--- config.mk ---
export PLATFORM = sky130hd
export DESIGN_NAME = seg_mux_scheduler
export DESIGN_NICKNAME = d
export VERILOG_FILES = /design/src/rtl/seg_mux_pkg.sv /design/src/rtl/dwell_counter.sv /design/src/rtl/seg_mux_scheduler.sv
export SDC_FILE = /design/constraint.sdc
export NUM_CORES = 1
export LEC_CHECK = 0
export BUFFER_PORTS_ARGS = -buffer_cell sky130_fd_sc_hd__buf_4
export CORE_MARGIN = 2
export CORE_UTILIZATION = 25
export CTS_CLUSTER_SIZE = 28
export DETAILED_ROUTE_END_ITERATION = 16
export GPL_ROUTABILITY_DRIVEN = 0
export HOLD_SLACK_MARGIN = 0.06
export SYNTH_ARGS = -nofsm -noshare
export SYNTH_HDL_FRONTEND = slang
export SYNTH_SLANG_ARGS = --single-unit
--- constraint.sdc ---
create_clock -name clk -period 5.2 [get_ports clk]
set_input_delay 1.3 -clock clk [delete_from_list [all_inputs] [get_ports clk]]
set_output_delay 1.3 -clock clk [all_outputs]
set_load 0.05 [all_outputs]
--- src/rtl/seg_mux_pkg.sv ---
// seg_mux_pkg: shared state encoding and counter sizing for the display multiplex scheduler.
package seg_mux_pkg;

    typedef enum logic [1:0] {BLANK0, SHOW0, BLANK1, SHOW1} mux_state_t;

    // Dwell counter must hold the longer of the two dwell lengths; never narrower than one bit.
    function automatic int cnt_width(int refresh, int blank);
        int longest;
        longest = refresh > blank ? refresh : blank;
        return longest <= 1 ? 1 : $clog2(longest);
    endfunction

endpackage

--- src/rtl/dwell_counter.sv ---
// dwell_counter: counts 0..term, flags the last cycle and wraps to zero there.
module dwell_counter #(
    parameter int W = 12
) (
    input  logic         clk,
    input  logic         reset,
    input  logic [W-1:0] term,
    output logic [W-1:0] cnt,
    output logic         done
);

    assign done = cnt == term;

    always_ff @(posedge clk) begin
        if (!reset || done)
            cnt <= '0;
        else
            cnt <= cnt + 1'b1;
    end

endmodule

--- src/rtl/seg_mux_scheduler.sv ---
// seg_mux_scheduler: alternates two digits through one shared decoder with blanking gaps;
// new digit values are staged and committed together at the frame boundary.
module seg_mux_scheduler
    import seg_mux_pkg::*;
#(
    parameter int REFRESH_CYCLES = 4096,
    parameter int BLANK_CYCLES   = 64
) (
    input  logic       clk,
    input  logic       reset,
    input  logic [3:0] s0,
    input  logic [3:0] s1,
    input  logic       upd,
    output logic [3:0] s_sel,
    output logic       en0_n,
    output logic       en1_n,
    output logic       frame_start
);

    localparam int W = cnt_width(REFRESH_CYCLES, BLANK_CYCLES);
    localparam logic [W-1:0] SHOW_LAST  = W'(REFRESH_CYCLES - 1);
    localparam logic [W-1:0] BLANK_LAST = W'(BLANK_CYCLES - 1);

    mux_state_t state, next;
    logic [W-1:0] cnt;
    logic         done;
    logic         commit;
    logic         show;
    logic [3:0]   shadow0, shadow1, pend0, pend1;
    logic         pend_v;

    assign show   = state == SHOW0 || state == SHOW1;
    assign next   = state == BLANK0 ? SHOW0 : state == SHOW0 ? BLANK1 : state == BLANK1 ? SHOW1 : BLANK0;
    assign commit = done && state == SHOW1;

    dwell_counter #(.W(W)) u_dwell (
        .clk  (clk),
        .reset(reset),
        .term (show ? SHOW_LAST : BLANK_LAST),
        .cnt  (cnt),
        .done (done)
    );

    // An update landing on the commit edge bypasses the pending stage so it shows next frame.
    always_ff @(posedge clk) begin
        if (!reset) begin
            state   <= BLANK0;
            shadow0 <= '0;
            shadow1 <= '0;
            pend0   <= '0;
            pend1   <= '0;
            pend_v  <= 1'b0;
        end else begin
            if (done)
                state <= next;
            if (upd) begin
                pend0 <= s0;
                pend1 <= s1;
            end
            pend_v <= !commit && (upd || pend_v);
            if (commit && (upd || pend_v)) begin
                shadow0 <= upd ? s0 : pend0;
                shadow1 <= upd ? s1 : pend1;
            end
        end
    end

    assign en0_n       = state != SHOW0;
    assign en1_n       = state != SHOW1;
    assign s_sel       = (state == BLANK0 || state == SHOW0) ? shadow0 : shadow1;
    assign frame_start = state == BLANK0 && cnt == '0;

endmodule
==> run_results.csv, run 1 <==
group,metric,value,unit
drt,wire_per_inst,11.79,um
drt,vias_per_cell,4.346,
status,status,"completed",
critical_path,rr_endpoint,"shadow1[3]",
clock_tree,tritoncts,"done",
worst_hold_path,hp-start,"u_dwell.cnt[0]",
synthesis,ys_top_cells_by_area,"dfxtp_1, mux2_2, nor2_1",
critical_path,slowest_delay,0.45,ns
layout,n_fill_cell,566,
clock_tree,clockRootBuffer,"clkbuf_8",
synthesis,avgSynthCellArea,9.753,um2
synthesis,synth_nets,163,
place,dp.cells,232,
power_and_ir_drop,p_leak,0.6945,nW
drt,route.vias.total,1043,
power_and_ir_drop,power.density,299.7,nW/um2
worst_hold_path,hp-class,"flop to flop",
critical_path,crit_family,"flip-flops",
synthesis,yosysWarnings,0,
clock_tree,holdBufCountCts,0,
synthesis,synth-edff-count,0,
grt,grt_max_degree,12,
clock_tree,clk_path_buf_depth,2,
drt,ant_nets,0,
layout,regArea,620.6,um2
timing,final_max_slew_viol_count,0,
critical_path,cp.arrival,2.03,ns
worst_hold_path,min_to,"u_dwell.cnt[0]",
clock_tree,clk-insertion-delay-late,0.28,ns
critical_path,cp_num_cells,5,
critical_path,worstPathCellList,"inv_1 > ha_1 > nor2_1 > mux2_2 > buf_4",
layout,final_cells,240,
grt,grt_pass1_wl,5043,um
timing,worst_slew_pin_slew,0.6390,ns
grt,grt.overflow.total,0,
synthesis,synth_cells,146,
worst_hold_path,hold_depth,1,
floorplanning,num_io_pins,18,
layout,area_growth,22.85,%
synthesis,synth-seq-area-share,0.4359,
critical_path,start_kind,"flop",
critical_path,critPathKind,"flop to primary output",
power_and_ir_drop,p_total,524.3,uW
place,io_buffers,17,
power_and_ir_drop,ir_worst_vdd,85.38,uV
timing,holdWs,0.4842,ns
timing,setup_viol,0,
critical_path,cp.required,3.90,ns
synthesis,ys_seq_elements,31,
grt,grt_pass1_vias,1039,
job,drv_cap,0,
timing,fin_crit_sh,0.6397,
layout,drive_gt1_frac,0.2500,
timing,period_needed,3.326,ns
synthesis,synth-async-reset-ratio,0,
synthesis,netlist.area_leader.share,0.4359,
synthesis,ys_types,27,
timing,fin_worst_skew,0.006193,ns
drt,drt_first_pass_iters,4,
layout,num_antenna_cells,0,
clock_tree,cts.reportedPaths.clkPinSlew,0.07,ns
clock_tree,htreeDepth,2,
layout,multi_input_area,748.2,um2
clock_tree,numClockSinks,31,
floorplanning,fp.dieH,79.47,um
floorplanning,die-area,6315,um2
critical_path,end_kind,"primary output",
clock_tree,post_cts_resized,0,
critical_path,reg2reg_from,"u_dwell.cnt[0]",
synthesis,synth_flop_cell,"dfxtp_1",
timing,tns,0,ns
drt,drt-total-wl,2829,um
floorplanning,initial_core_util,0.2586,
synthesis,syn_area,1424,um2
critical_path,critPathSlowestCell,"dfxtp_1",
floorplanning,core,5507,um2
critical_path,timing.critical_path.from,"state[0]",
drt,drt_iter0_markers,63,
synthesis,ys_top_cells_by_count,"dfxtp_1, nor2_1, mux2_2",
synthesis,yosys.area.top_type,"dfxtp_1",
place,hpwl,2002,um
synthesis,synth_most_common_cell,"dfxtp_1",
clock_tree,numCtsBuffers,5,
timing,maxSlewHeadroom,0.5701,
floorplanning,die_w,79.47,um
drt,drc_errors,0,
layout,layout.nets,184,
critical_path,reg2reg_depth,5,
floorplanning,fp-row-count,27,
grt,antenna_found_initial,0,
layout,final_core_util,0.3177,
timing,finalHoldViolCount,0,
timing,rsz0062_at_grt,"no",
timing,max_clock_freq,0.3006,GHz
critical_path,worstPathMaxFanout,7,
critical_path,critical_path_buf_inv_count,2,
critical_path,r2r_slack,3.18,ns
clock_tree,cts_setup_buffers,0,
grt,grt_util_all_layers,0.1058,
[placed cells by master, fill, tap and decap left out, types with 2 or more instances in the layout]
cell type	count
clkbuf_8	6
buf_4	18
a21oi_1	2
mux2_2	12
nor2_1	25
nor4b_1	2
o21ai_0	3
nand3_1	6
nand4_1	2
xnor2_1	9
ha_1	6
mux2i_1	8
and2_1	8
dfxtp_1	31
nor3_1	4
nand2_1	3
nor4_1	2
inv_1	10
[logic make-up (layout without fill, tap and decap cells)]
| kind of cell | count (synthesis) | after routing | synth area share |
|---|---|---|---|
| AO/OA/AOI/OAI | 11 | 11 | 0.07382 |
| XOR/XNOR | 10 | 10 | 0.06152 |
| adder cells (fa/ha/maj) | 6 | 6 | 0.05272 |
| buffers and inverters | 14 | 36 | 0.03867 |
| flip-flops | 31 | 31 | 0.4359 |
| multiplexers | 20 | 20 | 0.1511 |
| AND/OR/NAND/NOR | 54 | 54 | 0.1863 |
[per-layer routing]
metal / vias up / global-route usage / wire, um
li1: 535 / - / -
met1: 487 / 0.1290 / 1359
met2: 15 / 0.1613 / 1286
met3: 6 / 0.04186 / 110
met4: 0 / 0.05172 / 73
met5: - / 0 / 0
[worst reg2reg max path, delay by kind of cell (launching register included)]
family | cells | cell delay [ns]
adders and majority gates | 1 | 0.20
muxes | 1 | 0.35
AOI/OAI and AO/OA | 2 | 0.70
and+or+nand+nor | 1 | 0.26
DFF | 1 | 0.40
[registers in the layout (all words and copies together), names as in the netlist]
| signal | cells |
|---|---|
| shadow0 | 4 |
| pend1 | 4 |
| pend0 | 4 |
| u_dwell.cnt | 12 |
| state | 2 |
| pend_v | 1 |
| shadow1 | 4 |
[how the worst max path moves through the flow]
| stage | end |
|---|---|
| after floorplan | s_sel[0] |
| after global placement | s_sel[3] |
| after detailed placement | s_sel[3] |
| after CTS | s_sel[3] |
| after global routing | s_sel[2] |
| final | s_sel[3] |
[area by class of cell]
class                      count  area share
tap                           72     0.05150
sequential                    31      0.3548
clock buffer                   6     0.04721
inverter                      10     0.02146
timing repair buffer          18     0.07725
clock inverter                 2     0.02003
multi-input combinational    101      0.4278
[per-stage QoR]
step / instance area, um2 / setup WS (ns)
floorplan: 1424 / 2.476
global placement: 1632 / 2.202
detailed placement: 1632 / 2.172
CTS: 1749 / 1.852
global route: 1749 / 1.732
finish: 1749 / 1.874
[report_power, final]
group	internal, mW	leakage (nW)	switching, mW
combinational	0.0145	0.381	0.0178
clock	0.155	0.0612	0.0897
sequential	0.244	0.252	0.00374
(Power assumes the default switching activity.)
==> inputs of run 2 (changes only) <==
==> constraint.sdc (replaced) <==
create_clock -name clk -period 3 [get_ports clk]
set_input_delay 0.75 -clock clk [delete_from_list [all_inputs] [get_ports clk]]
set_output_delay 0.75 -clock clk [all_outputs]
set_load 0.05 [all_outputs]
==> run 2 against run 1 <==
Against the previous run:
- critical path depth is the same
- first-iteration DRC count shrank 60%
- design area shrank 0.79%
- non-clock buffer count is the same
==> run_results.csv, run 2 (synthesized netlist as in run 1, its figures left out) <==
group,metric,value,unit
layout,largest_register_ffs,12,
clock_tree,cts_setup_buffers,0,
floorplanning,die_w,79.47,um
layout,n_fill_cell,576,
floorplanning,num_io_pins,18,
place,hpwl,2007,um
layout,num_antenna_cells,0,
layout,fin_area,1735,um2
drt,wire_per_inst,11.68,um
grt,grt.busiest_layer,"met2",
layout,area_growth,21.88,%
timing,setup_viol,0,
power_and_ir_drop,ir_worst_vdd,152.8,uV
clock_tree,post_cts_resized,0,
layout,layout.cells.most_common,"dfxtp_1",
timing,worst_slew_pin_slew,0.6294,ns
grt,grt_max_degree,12,
grt,grt_pass1_vias,994,
grt,antenna_found_initial,0,
critical_path,end_kind,"primary output",
clock_tree,htreeDepth,2,
clock_tree,clk_path_buf_depth,2,
layout,regMostFlops,"u_dwell.cnt",
layout,final_cell_mix,"dfxtp_1, nor2_1, buf_4, mux2_2, inv_1",
critical_path,worstPathMaxFanout,7,
grt,grt_util_all_layers,0.09850,
floorplanning,core,5507,um2
clock_tree,tritoncts,"done",
timing,fin_crit_sh,0.9286,
power_and_ir_drop,power.density,486.6,nW/um2
floorplanning,fp-row-count,27,
timing,fin_worst_skew,0.007683,ns
drt,drt_first_pass_iters,3,
clock_tree,numClockSinks,31,
clock_tree,holdBufCountCts,0,
layout,final_core_util,0.3152,
timing,rsz0062_at_grt,"no",
floorplanning,initial_core_util,0.2586,
floorplanning,die-area,6315,um2
clock_tree,numCtsBuffers,5,
timing,tns,0,ns
drt,drt_iter0_markers,25,
timing,finalHoldViolCount,0,
power_and_ir_drop,p_leak,0.6837,nW
critical_path,cp.arrival,2.04,ns
power_and_ir_drop,p_total,844.4,uW
grt,grt_use_met3,0.03281,
critical_path,critPathKind,"flop to primary output",
timing,maxSlewHeadroom,0.5766,
grt,grt_use_met1,0.1167,
grt,met2_usage,0.1513,
critical_path,cp.required,2.25,ns
floorplanning,fp.dieH,79.47,um
drt,vias_per_cell,4.350,
grt,grt_pass1_wl,4671,um
clock_tree,clk-insertion-delay-late,0.28,ns
clock_tree,cts.reportedPaths.clkPinSlew,0.06,ns
place,io_buffers,17,
place,place_area,1632,um2
job,drv_cap,0,
timing,max_clock_freq,0.3590,GHz
layout,drive_gt1_frac,0.2500,
worst_hold_path,hp-class,"flop to flop",
grt,grt.overflow.total,0,
clock_tree,clockRootBuffer,"clkbuf_8",
drt,ant_nets,0,
drt,drc_errors,0,
drt,route.vias.total,1044,
layout,layout.nets,184,
timing,final_max_slew_viol_count,0,
drt,drt-total-wl,2803,um
timing,period_needed,2.786,ns
critical_path,start_kind,"flop",
status,status,"completed",
-- run 2: changes by cell type in the layout (fill, tap and decap cells not counted) --
cell,previous run,this run
bufinv_16,1,0
clkbuf_8,6,7
clkinv_2,1,0
clkinvlp_4,0,1
-- run 2: power by group --
part / switching [mW] / total (mW) / internal [mW]
clock: 0.153 / 0.361 / 0.208
sequential: 0.00661 / 0.429 / 0.422
combinational: 0.0298 / 0.0546 / 0.0248
-- run 2: layer usage --
metal	vias up	wire length (um)
met4	0	77
met3	7	102
met5	-	0
met1	488	1306
met2	18	1316
li1	531	-
-- run 2: path summary, 6_finish.rpt --
path	start	end	slack, ns	cells after the start
max	state[0]	s_sel[3]	0.21	5
min	u_dwell.cnt[0]	u_dwell.cnt[0]	0.48	1
max reg2reg	u_dwell.cnt[0]	shadow0[3]	0.96	5
min reg2reg	u_dwell.cnt[0]	u_dwell.cnt[0]	0.48	1
-- run 2: metrics by stage --
stage | hold WS [ns] | instances | setup WS [ns]
CTS | 0.4783 | 240 | 0.2076
global placement | 0.4631 | 232 | 0.5568
detailed placement | 0.4641 | 232 | 0.5437
global route | 0.5118 | 240 | 0.09162
finish | 0.4772 | 240 | 0.2142
floorplan | 0.4418 | 146 | 0.8263
-- run 2: critical path, cell delays in order, from the launching register on --
cell and delay (ns):
dfxtp_1 0.45, inv_1 0.13, ha_1 0.24, nor2_1 0.35
mux2_2 0.39, buf_4 0.19
-- run 2: area by class of cell --
cell class                 instances  area [um2]  area share
timing repair buffer              18       135.1     0.07787
inverter                          10       37.54     0.02163
tap                               72       90.09     0.05191
multi-input combinational        101       748.2      0.4311
clock inverter                     1       7.507    0.004326
clock buffer                       7       96.34     0.05552
sequential                        31       620.6      0.3576
==> inputs of run 3 (changes only) <==
--- a/config.mk
+++ b/config.mk
@@ -5,6 +5,7 @@
 export SDC_FILE = /design/constraint.sdc
 export NUM_CORES = 1
 export LEC_CHECK = 0
+export ABC_AREA = 1
 export BUFFER_PORTS_ARGS = -buffer_cell sky130_fd_sc_hd__buf_4
 export CORE_MARGIN = 2
 export CORE_UTILIZATION = 25
==> run 3 against run 2 <==
Against the previous run:
- design area up 6.3%
- count of clock-buffer cells in the layout stayed put
- via count increased by 22%
- synthesized area rose by 11%
- first-iteration DRC count is 40% higher
- flip-flop and latch count unchanged
- critical path depth increased by 1
- critical path type unchanged
- critical endpoint is now s_sel[0]
==> run_results.csv, run 3 <==
group,metric,value,unit
status,status,"completed",
clock_tree,numCtsBuffers,5,
drt,drt_iter0_markers,35,
power_and_ir_drop,p_sw,191.2,uW
drt,vias_per_cell,3.997,
layout,layout.nets,260,
timing,rsz0062_at_grt,"no",
power_and_ir_drop,power_frac_comb,0.083,
clock_tree,holdBufCountCts,0,
layout,num_antenna_cells,0,
timing,final_max_slew_viol_count,0,
timing,worst_slew_pin_slew,0.4717,ns
layout,drive_gt1_frac,0.1434,
timing,fin_crit_sh,0.8709,
floorplanning,die_w,83.48,um
synthesis,synth-simple-area-share,0.2781,
floorplanning,num_io_pins,18,
place,io_buffers,17,
layout,final_cell_mix,"inv_1, nand2_1, dfxtp_1, nor2_1, buf_4",
grt,antenna_found_initial,0,
layout,layout.cells.most_common,"inv_1",
drt,drt_first_pass_iters,4,
synthesis,synth_most_common_cell,"inv_1",
synthesis,syn_area,1579,um2
power_and_ir_drop,seq_power_share,0.532,
critical_path,start_kind,"flop",
synthesis,synth_top_family_by_area,"simple AND/OR/NAND/NOR gates",
drt,drt-total-wl,3013,um
timing,maxSlewHeadroom,0.6844,
synthesis,avgSynthCellArea,7.081,um2
power_and_ir_drop,power.density,435.6,nW/um2
synthesis,synth_xor_area_frac,0.01109,
layout,regMostFlops,"u_dwell.cnt",
power_and_ir_drop,p_int,612.7,uW
critical_path,cp.required,2.25,ns
drt,drc_errors,0,
clock_tree,post_cts_resized,0,
power_and_ir_drop,ir_worst_vdd,117.3,uV
synthesis,ys_top_cells_by_area,"dfxtp_1, inv_1, nand2_1",
drt,ant_nets,0,
layout,area_growth,16.88,%
grt,grt.overflow.total,0,
timing,tns,0,ns
floorplanning,fp-row-count,28,
clock_tree,numClockSinks,31,
synthesis,yosysWarnings,0,
clock_tree,clk_path_buf_depth,2,
place,dp.cells,311,
clock_tree,cts.reportedPaths.clkPinSlew,0.06,ns
critical_path,end_kind,"primary output",
floorplanning,die-area,6968,um2
synthesis,synth-seq-area-share,0.3930,
synthesis,synthAdderAreaFrac,0.04754,
grt,grt_max_degree,18,
layout,n_fill_cell,665,
floorplanning,core,6026,um2
grt,grt_util_all_layers,0.09500,
critical_path,worstPathMaxFanout,8,
synthesis,synth_flop_cell,"dfxtp_1",
synthesis,synth-edff-count,0,
clock_tree,tritoncts,"done",
synthesis,netlist.area_leader.share,0.3930,
layout,largest_register_ffs,12,
clock_tree,clk-insertion-delay-late,0.28,ns
timing,period_needed,2.613,ns
power_and_ir_drop,p_sw_frac,0.2378,
power_and_ir_drop,p_leak,0.8447,nW
layout,final_core_util,0.3063,
synthesis,muxShareOfSynthArea,0,
timing,fin_worst_skew,0.005736,ns
power_and_ir_drop,p_total,803.9,uW
synthesis,yosys.area.top_type,"dfxtp_1",
drt,route.vias.total,1275,
timing,setup_viol,0,
synthesis,ys_types,28,
layout,final_cells,319,
timing,finalHoldViolCount,0,
critical_path,critPathKind,"flop to primary output",
clock_tree,htreeDepth,2,
clock_tree,clockRootBuffer,"clkbuf_8",
grt,grt_pass1_vias,1219,
floorplanning,fp.dieH,83.48,um
floorplanning,initial_core_util,0.2620,
power_and_ir_drop,p_clk_frac,0.385,
drt,wire_per_inst,9.445,um
synthesis,synth_nets,240,
place,hpwl,2253,um
worst_hold_path,hp-class,"flop to flop",
synthesis,synth_compound_area_frac,0.1189,
timing,max_clock_freq,0.3827,GHz
synthesis,synth_cells,223,
grt,grt_pass1_wl,5244,um
job,drv_cap,0,
clock_tree,cts_setup_buffers,0,
synthesis,synth-async-reset-ratio,0,
synthesis,ys_seq_elements,31,
synthesis,ys_top_cells_by_count,"inv_1, nand2_1, dfxtp_1",
critical_path,cp.arrival,1.86,ns
-- run 3: cell families (layout without fill, tap and decap cells) --
group                      after synthesis  in the layout
xor gates and xnor gates                 2              2
adders and majority gates                6              6
AOI/OAI and AO/OA                       33             33
DFF                                     31             31
buffers and inverters                   58             79
and+or+nand+nor                         93             93
-- run 3: per-stage QoR --
stage	area (um2)	worst slack (ns)	hold WS, ns
after floorplan	1579	0.4298	0.4299
after global placement	1764	0.6820	0.4425
after detailed placement	1764	0.6377	0.4584
after CTS	1846	0.3241	0.4732
after global routing	1846	0.1284	0.4929
final	1846	0.3872	0.4665
-- run 3: area by class of cell --
cell class                      count  area [um2]  share of cell area
Clock inverter                      1       5.005            0.002712
Tap cell                           75       93.84             0.05085
Inverter                           54       202.7              0.1098
Multi-Input combinational cell    134       719.4              0.3898
Clock buffer                        7       76.32             0.04136
Sequential cell                    31       620.6              0.3363
Timing Repair Buffer               17       127.6             0.06915
-- run 3: power groups by stage --
stage / clock, mW / combinational, mW / sequential, mW
detailed placement: 0 / 0.0671 / 0.437
global placement: 0 / 0.0662 / 0.436
global route: 0.343 / 0.0766 / 0.429
CTS: 0.325 / 0.0673 / 0.428
finish: 0.309 / 0.0668 / 0.428
floorplan: 0 / 0.0458 / 0.436
-- run 3: final timing paths --
check	end	start	cells past startpoint	slack (ns)
min	u_dwell.cnt[0]	u_dwell.cnt[0]	1	0.47
min reg2reg	u_dwell.cnt[0]	u_dwell.cnt[0]	1	0.47
max reg2reg	u_dwell.cnt[8]	u_dwell.cnt[0]	8	1.28
max	s_sel[0]	state[0]	6	0.39
-- run 3: metal layers --
metal,vias up,GRT usage,share of wire
li1,708,-,-
met1,542,0.1065,0.48
met2,18,0.1547,0.45
met3,7,0.03660,0.039
met4,0,0.05279,0.027
met5,-,0,0
-- run 3: worst max-delay path, cell delays in order, from the launching register on --
cell,delay (ns)
dfxtp_1,0.43
inv_1,0.12
ha_1,0.25
nor2_1,0.38
nand2_1,0.08
o21ai_0,0.09
buf_4,0.22
